**config.mk**
```make
export PLATFORM = sky130hd
export DESIGN_NAME = piso_shift_register_32bit_flat
export DESIGN_NICKNAME = d
export VERILOG_FILES = /design/src/rtl/piso_shift_register_32bit_if.sv /design/src/rtl/piso_shift_register_32bit.sv /design/src/flat_wrapper.sv
export SDC_FILE = /design/constraint.sdc
export NUM_CORES = 1
export LEC_CHECK = 0
export ABC_AREA = 1
export BUFFER_PORTS_ARGS = -buffer_cell sky130_fd_sc_hd__buf_2
export CELL_PAD_IN_SITES_DETAIL_PLACEMENT = 2
export CELL_PAD_IN_SITES_GLOBAL_PLACEMENT = 2
export CORE_UTILIZATION = 28
export DETAILED_ROUTE_END_ITERATION = 10
export GPL_TIMING_DRIVEN = 0
export HOLD_SLACK_MARGIN = 0.03
export MAX_ROUTING_LAYER = met4
export PLACE_DENSITY_LB_ADDON = 0.1
export SKIP_LAST_GASP = 1
export SLEW_MARGIN = 20
export SYNTH_ARGS = -nofsm -noshare
export SYNTH_HDL_FRONTEND = slang
export SYNTH_SLANG_ARGS = --single-unit
```
**constraint.sdc**
```tcl
create_clock -name clk -period 1.55 [get_ports clk]
set_input_delay 0.31 -clock clk [delete_from_list [all_inputs] [get_ports clk]]
set_output_delay 0.31 -clock clk [all_outputs]
set_load 0.005 [all_outputs]
```
**src/rtl/piso_shift_register_32bit_if.sv**
```systemverilog
// rtl/piso_shift_register_32bit_if.sv - load handshake and serial output bundle for the 32-bit PISO
// Signals:
//   load_valid / load_ready / D_par : parallel word handshake into the shifter
//   en                               : shift enable, shared with the downstream receiver
//   D_out / out_valid / last / done  : serial bit stream and word-boundary markers
// Modports: master drives the load side and en, slave is the shifter itself.
interface piso_shift_register_32bit_if;
    logic        load_valid;
    logic        load_ready;
    logic [31:0] D_par;
    logic        en;
    logic        D_out;
    logic        out_valid;
    logic        last;
    logic        done;

    modport master (
        output load_valid,
        output D_par,
        output en,
        input  load_ready,
        input  D_out,
        input  out_valid,
        input  last,
        input  done
    );

    modport slave (
        input  load_valid,
        input  D_par,
        input  en,
        output load_ready,
        output D_out,
        output out_valid,
        output last,
        output done
    );
endinterface

```
**src/rtl/piso_shift_register_32bit.sv**
```systemverilog
// rtl/piso_shift_register_32bit.sv - 32-bit parallel-in serial-out shifter, MSB first, with load handshake
// Ports:
//   clk   : system clock, rising edge
//   rst_n : asynchronous active-low reset
//   bus   : slave side of piso_shift_register_32bit_if
//           (load_valid/load_ready/D_par in, en in, D_out/out_valid/last/done out)
module piso_shift_register_32bit (
    input  logic                             clk,
    input  logic                             rst_n,
    piso_shift_register_32bit_if.slave       bus
);

    typedef enum logic {
        IDLE  = 1'b0,
        SHIFT = 1'b1
    } state_t;

    state_t      state_q, state_d;
    logic [31:0] shreg_q, shreg_d;
    logic [4:0]  cnt_q,   cnt_d;
    logic        done_q,  done_d;

    logic        beat;
    logic        final_beat;
    logic        load;

    assign beat       = (state_q == SHIFT) && bus.en;
    assign final_beat = beat && (cnt_q == 5'd31);

    // Ready combinationally on the final beat so a new word can follow
    // the previous one with no idle bit between them.
    assign bus.load_ready = (state_q == IDLE) || final_beat;
    assign load           = bus.load_valid && bus.load_ready;

    // Outputs decode registered state only; en does not reach them.
    assign bus.out_valid = (state_q == SHIFT);
    assign bus.D_out     = (state_q == SHIFT) ? shreg_q[31] : 1'b0;
    assign bus.last      = (state_q == SHIFT) && (cnt_q == 5'd31);
    assign bus.done      = done_q;

    always_comb begin
        state_d = state_q;
        shreg_d = shreg_q;
        cnt_d   = cnt_q;
        done_d  = final_beat;
        if (load) begin
            // Covers both an idle load and a reload on the final beat.
            shreg_d = bus.D_par;
            cnt_d   = 5'd0;
            state_d = SHIFT;
        end else if (final_beat) begin
            shreg_d = 32'h0;
            cnt_d   = 5'd0;
            state_d = IDLE;
        end else if (beat) begin
            shreg_d = {shreg_q[30:0], 1'b0};
            cnt_d   = cnt_q + 5'd1;
        end
    end

    always_ff @(posedge clk or negedge rst_n) begin
        if (!rst_n) begin
            state_q <= IDLE;
            shreg_q <= 32'h0;
            cnt_q   <= 5'd0;
            done_q  <= 1'b0;
        end else begin
            state_q <= state_d;
            shreg_q <= shreg_d;
            cnt_q   <= cnt_d;
            done_q  <= done_d;
        end
    end

endmodule
```
**src/flat_wrapper.sv**
```systemverilog
// flat-port wrapper written by rule: the top's interface ports become plain ports
module piso_shift_register_32bit_flat 
  (clk, rst_n, bus_load_valid, bus_D_par, bus_en, bus_load_ready, bus_D_out, bus_out_valid, bus_last, bus_done);
  piso_shift_register_32bit_if bus_i ();
  input  logic clk;
  input  logic rst_n;
  input wire logic [$bits(bus_i.load_valid)-1:0] bus_load_valid;
  input wire logic [$bits(bus_i.D_par)-1:0] bus_D_par;
  input wire logic [$bits(bus_i.en)-1:0] bus_en;
  output wire logic [$bits(bus_i.load_ready)-1:0] bus_load_ready;
  output wire logic [$bits(bus_i.D_out)-1:0] bus_D_out;
  output wire logic [$bits(bus_i.out_valid)-1:0] bus_out_valid;
  output wire logic [$bits(bus_i.last)-1:0] bus_last;
  output wire logic [$bits(bus_i.done)-1:0] bus_done;
  assign bus_i.load_valid = bus_load_valid;
  assign bus_i.D_par = bus_D_par;
  assign bus_i.en = bus_en;
  assign bus_load_ready = bus_i.load_ready;
  assign bus_D_out = bus_i.D_out;
  assign bus_out_valid = bus_i.out_valid;
  assign bus_last = bus_i.last;
  assign bus_done = bus_i.done;
  piso_shift_register_32bit u_core (.clk(clk), .rst_n(rst_n), .bus(bus_i));
endmodule
```
### After elaboration in Yosys (flattened, before gate mapping)

Cells that the tools add are included.

| operators by class | value |
|---|---|
| add/subtract/negate cells | 1 |
| equal/unequal tests | 1 |
| mux-type cells | 9 |
| bitwise operators | 1 |
| reductions and logical operators | 7 |

Operators with widths:

| cell | number |
|---|---|
| $mux 32 | 3 |
| $mux 5 | 3 |
| $add 5x1->5 const B | 1 |
| $eq 5x5->1 const B | 1 |
| $logic_and 1x1->1 | 4 |
| $mux 1 | 3 |
| $reduce_bool 3->1 | 1 |
| $reduce_bool 2->1 | 1 |
| $logic_or 1x1->1 | 1 |
| $not 1->1 | 1 |

| storage, ports and cells | value |
|---|---|
| register bits | 39 |
| input bits | 36 |

### Depth between registers and ports, before layout

| logic depth | value |
|---|---|
| depth after elaboration | 5 |
| gate-level depth with buffers | 11 |
| depth with buffers taken out | 10 |

### Worst setup path after synthesis

Ideal clock, no wire load.

| timing path | value |
|---|---|
| kind | register to output |
| start | reg u_core.cnt_q[0] |
| end | out bus_load_ready |
| data arrival time | 1.235 ns |
| required time | 1.240 ns |
| setup slack | 0.005 ns |
| stages on the path, launching flop included | 8 |
| cells stage by stage | dfrtp_1 > ha_1 > nand2_1 > nor2_1 > ha_1 > nand3_4 > nand2_4 > buf_6 |

| between the ends | value |
|---|---|
| longest elaborated chain between the ends | 3 |

RTL lines:

| what | RTL line | RTL |
|---|---|---|
| start, declared | piso_shift_register_32bit.sv:20 | `logic [4:0] cnt_q, cnt_d;` |
| start signal, assigned | piso_shift_register_32bit.sv:70 | `cnt_q <= cnt_d;` |
| $eq 5x5->1 | piso_shift_register_32bit.sv:28 | `assign final_beat = beat && (cnt_q == 5'd31);` |
| $logic_and 1x1->1 | piso_shift_register_32bit.sv:28 |  |
| $logic_or 1x1->1 | piso_shift_register_32bit.sv:32 | `assign bus.load_ready = (state_q == IDLE) \|\| final_beat;` |
| end, declared | flat_wrapper.sv:10 | `output wire logic [$bits(bus_i.load_ready)-1:0] bus_load_ready;` |

No other way between the ends.

### Worst setup path in the final report

Ends and elaborated chain as after synthesis.

==> results.sh <==
export IMPL_run_status="complete, but fails checks"
export IMPL_violations="setup timing"
export IMPL_ys_async_sr_fraction_pct=100
export IMPL_gr_usage_all_layers_pct=19.3
export IMPL_required_ns=1.24
export IMPL_rsz0062_at_grt="true"
export IMPL_layout_setup_ws_ns=-0.303
export IMPL_pwr_share_comb_pct=28.5
export IMPL_grt_pass1_vias=2462
export IMPL_cp_start_kind="flip-flop"
export IMPL_p_int_mw=2.15
export IMPL_power_density_nw_per_um2=1120
export IMPL_hold_class="input port to asynchronous set/reset pin"
export IMPL_synth_avg_cell_area_um2=7.55
export IMPL_drv_cap=0
export IMPL_htree_num_levels=2
export IMPL_worstPathMaxFanout=2
export IMPL_seqPwrFrac_pct=45.0
export IMPL_switchingPower_mw=1.03
export IMPL_crit_start="u_core.cnt_q[0]"
export IMPL_start_util_pct=28.8
export IMPL_fmax_mhz=540
export IMPL_syn_area_um2=2210
export IMPL_ir_drop_mv=0.487
export IMPL_fin_crit_ns=1.85
export IMPL_drt_initial_drc_count=43
export IMPL_crit_type="flip-flop to primary output"
export IMPL_syn_num_nets=331
export IMPL_drt_first_pass_iters=4
export IMPL_post_place_ws_ns=-0.344
export IMPL_synthCells=293
export IMPL_synth_top_area_share_pct=44.1
export IMPL_nNetsFinal=390
export IMPL_r2r_slack_ns=-0.22
export IMPL_ys_ff_latch=39
export IMPL_cts_made_buffers=5
export IMPL_drc=0
export IMPL_die_x_um=90.9
export IMPL_p_sw_share_pct=32.4
export IMPL_post_synth_top_area_cell="dfrtp_1"
export IMPL_post_dp_hpwl_um=4750
export IMPL_grt_max_degree=40
export IMPL_synth_most_common_cell="nand2_1"
export IMPL_power_frac_clock_pct=26.5
export IMPL_clkLatencyLatePin_ns=0.29
export IMPL_layoutNonFillerInstCount=454
export IMPL_drive_above_1_share_pct=25.3
export IMPL_gr_max_usage_layer="met2"
export IMPL_clockBufferDepth=2
export IMPL_grt_first_pass_wirelength_um=12200
export IMPL_diodes=0
export IMPL_cts_hold_buf=0
export IMPL_cts_sinks=39
export IMPL_cp_end_kind="primary output"
export IMPL_port_buffers=39
export IMPL_dr_total_vias=2224
export IMPL_fin_crit_sh_pct=120
export IMPL_dp_cells=434
export IMPL_row_count=32
export IMPL_antenna_found_initial=0
export IMPL_grtUsageMet3_pct=2.53
export IMPL_gp_congestion=0.742
export IMPL_grtUsageMet1_pct=23.5
export IMPL_ys_seq_area_share_pct=44.1
export IMPL_synth_main_ff_cell="dfrtp_1"
export IMPL_clockRootBuffer="clkbuf_8"
export IMPL_coreArea_um2=7690
export IMPL_ys_top_cells_by_count="nand2_1 (143), dfrtp_1 (39), nand3_1 (34)"
export IMPL_chipHeight_um=90.9
export IMPL_worst_pin_slew_ns=0.926
export IMPL_hold_violations=0
export IMPL_drtAntennaViolNets=0
export IMPL_area_delta_synth_final_pct=27.8
export IMPL_grt_ovfl_total=0
export IMPL_ys_warnings_count=0
export IMPL_synth_edf_count=0
export IMPL_viasPerCell=4.90
export IMPL_slew_headroom_pct=38.3
export IMPL_cts_tree="done"
export IMPL_dieArea_um2=8260
export IMPL_wl_per_cell_um=16.0
export IMPL_r2r_start="u_core.cnt_q[1]"
export IMPL_synth_area_leaders="dfrtp_1 (44%), nand2_1 (24%), o211ai_1 (11%), nand3_1 (7.7%), buf_6 (3.1%)"
export IMPL_wirelength_um=7250
export IMPL_leakagePower_nw=1.57
export IMPL_finClkSkew_ns=0.0104
export IMPL_io_pins=41
export IMPL_finalMaxSlewViolations=0
export IMPL_clk_pin_slew_ns=0.08
export IMPL_ys_types=19
export IMPL_arrival_ns=1.54
export IMPL_final_setup_viol_count=37
export IMPL_gr_usage_met2_pct=33.6
[metal layers]
| metal | wire length, µm | vias up |
|---|---|---|
| met4 | 57 | 0 |
| met1 | 3470 | 1116 |
| met3 | 151 | 4 |
| met2 | 3570 | 34 |
| li1 | - | 1070 |
| met5 | 0 | - |
[critical path, cell delays in order, from the launching register on]
cell and delay [ns]:
dfrtp_1 0.39, ha_2 0.20, nand2_2 0.09, nor2_4 0.04, ha_4 0.17, nand3_4 0.09
nand2_8 0.06, buf_8 0.12, buf_6 0.10
[layout make-up]
cell class / count / area [µm²]
buffer: 23 / 183
clock buffer: 6 / 72.6
clock inverter: 1 / 30.0
fill: 928 / 4860
inverter: 9 / 33.8
multi-input combinational: 222 / 1090
sequential: 39 / 976
tap: 102 / 128
timing repair buffer: 52 / 313
[timing repair]
| action | in CTS | in global routing |
|---|---|---|
| gates cloned | 0 | 1 |
| endpoints found under the setup margin | 41 | 41 |
| buffers inserted | 10 | 2 |
| gates resized for setup | 12 | 11 |
| pin swaps | 5 | 5 |
| hold endpoints to repair | 0 | 0 |
[path summary, 6_finish.rpt]
path	endpoint	depth (start not counted)
setup / recovery	bus_load_ready	8
hold / removal	u_core.shreg_q[18]	1
setup reg to reg	u_core.shreg_q[24]	11
hold reg to reg	u_core.shreg_q[23]	2
max in group asynchronous	u_core.cnt_q[2]	1
min in group clk	u_core.shreg_q[0]	3
[cell families after synthesis]
family	Yosys count	share of synthesized area [%]
simple gates	185	34.9
flops	39	44.1
compound gates	34	11.2
buf+inv	32	8.26
fa+ha+maj	2	1.13
xor+xnor	1	0.396
[power groups by stage]
stage	logic (mW)	clock network [mW]	registers (mW)
after floorplan	0.575	0	1.39
after global placement	0.775	0	1.42
after detailed placement	0.811	0	1.44
after CTS	0.888	0.875	1.42
after global routing	1.06	0.905	1.46
final	0.905	0.842	1.43
[through the flow]
stage	area, µm²	setup TNS, ns	total power, mW	hold slack [ns]	utilization (%)
4_1_cts	2770	-9.45	3.18	0.198	36.0
2_1_floorplan	2210	0	1.97	0.0144	-
3_5_place_dp	2530	-8.98	2.25	0.470	33.0
6_report	2830	-5.87	3.17	0.146	36.8
5_1_grt	2830	-10.78	3.43	0.230	36.8
3_3_place_gp	2530	-7.15	2.20	0.462	33.0
[registers in the layout, indices dropped and copies added, names as in the netlist]
register,flops
u_core.bus.out_valid,1
u_core.bus.done,1
u_core.cnt_q,5
u_core.shreg_q,32
[layout by cell type (no fill, tap or decap), types with 2 or more instances in the layout]
cell / n
nand2_1: 140
buf_2: 47
dfrtp_1: 39
nand3_1: 34
o211ai_1: 31
buf_4: 13
inv_1: 7
buf_6: 6
clkbuf_8: 5
nand2_2: 4
buf_8: 4
clkbuf_1: 4
inv_2: 2
nor2_1: 2
o21ai_0: 2
(Power assumes the default switching activity.)
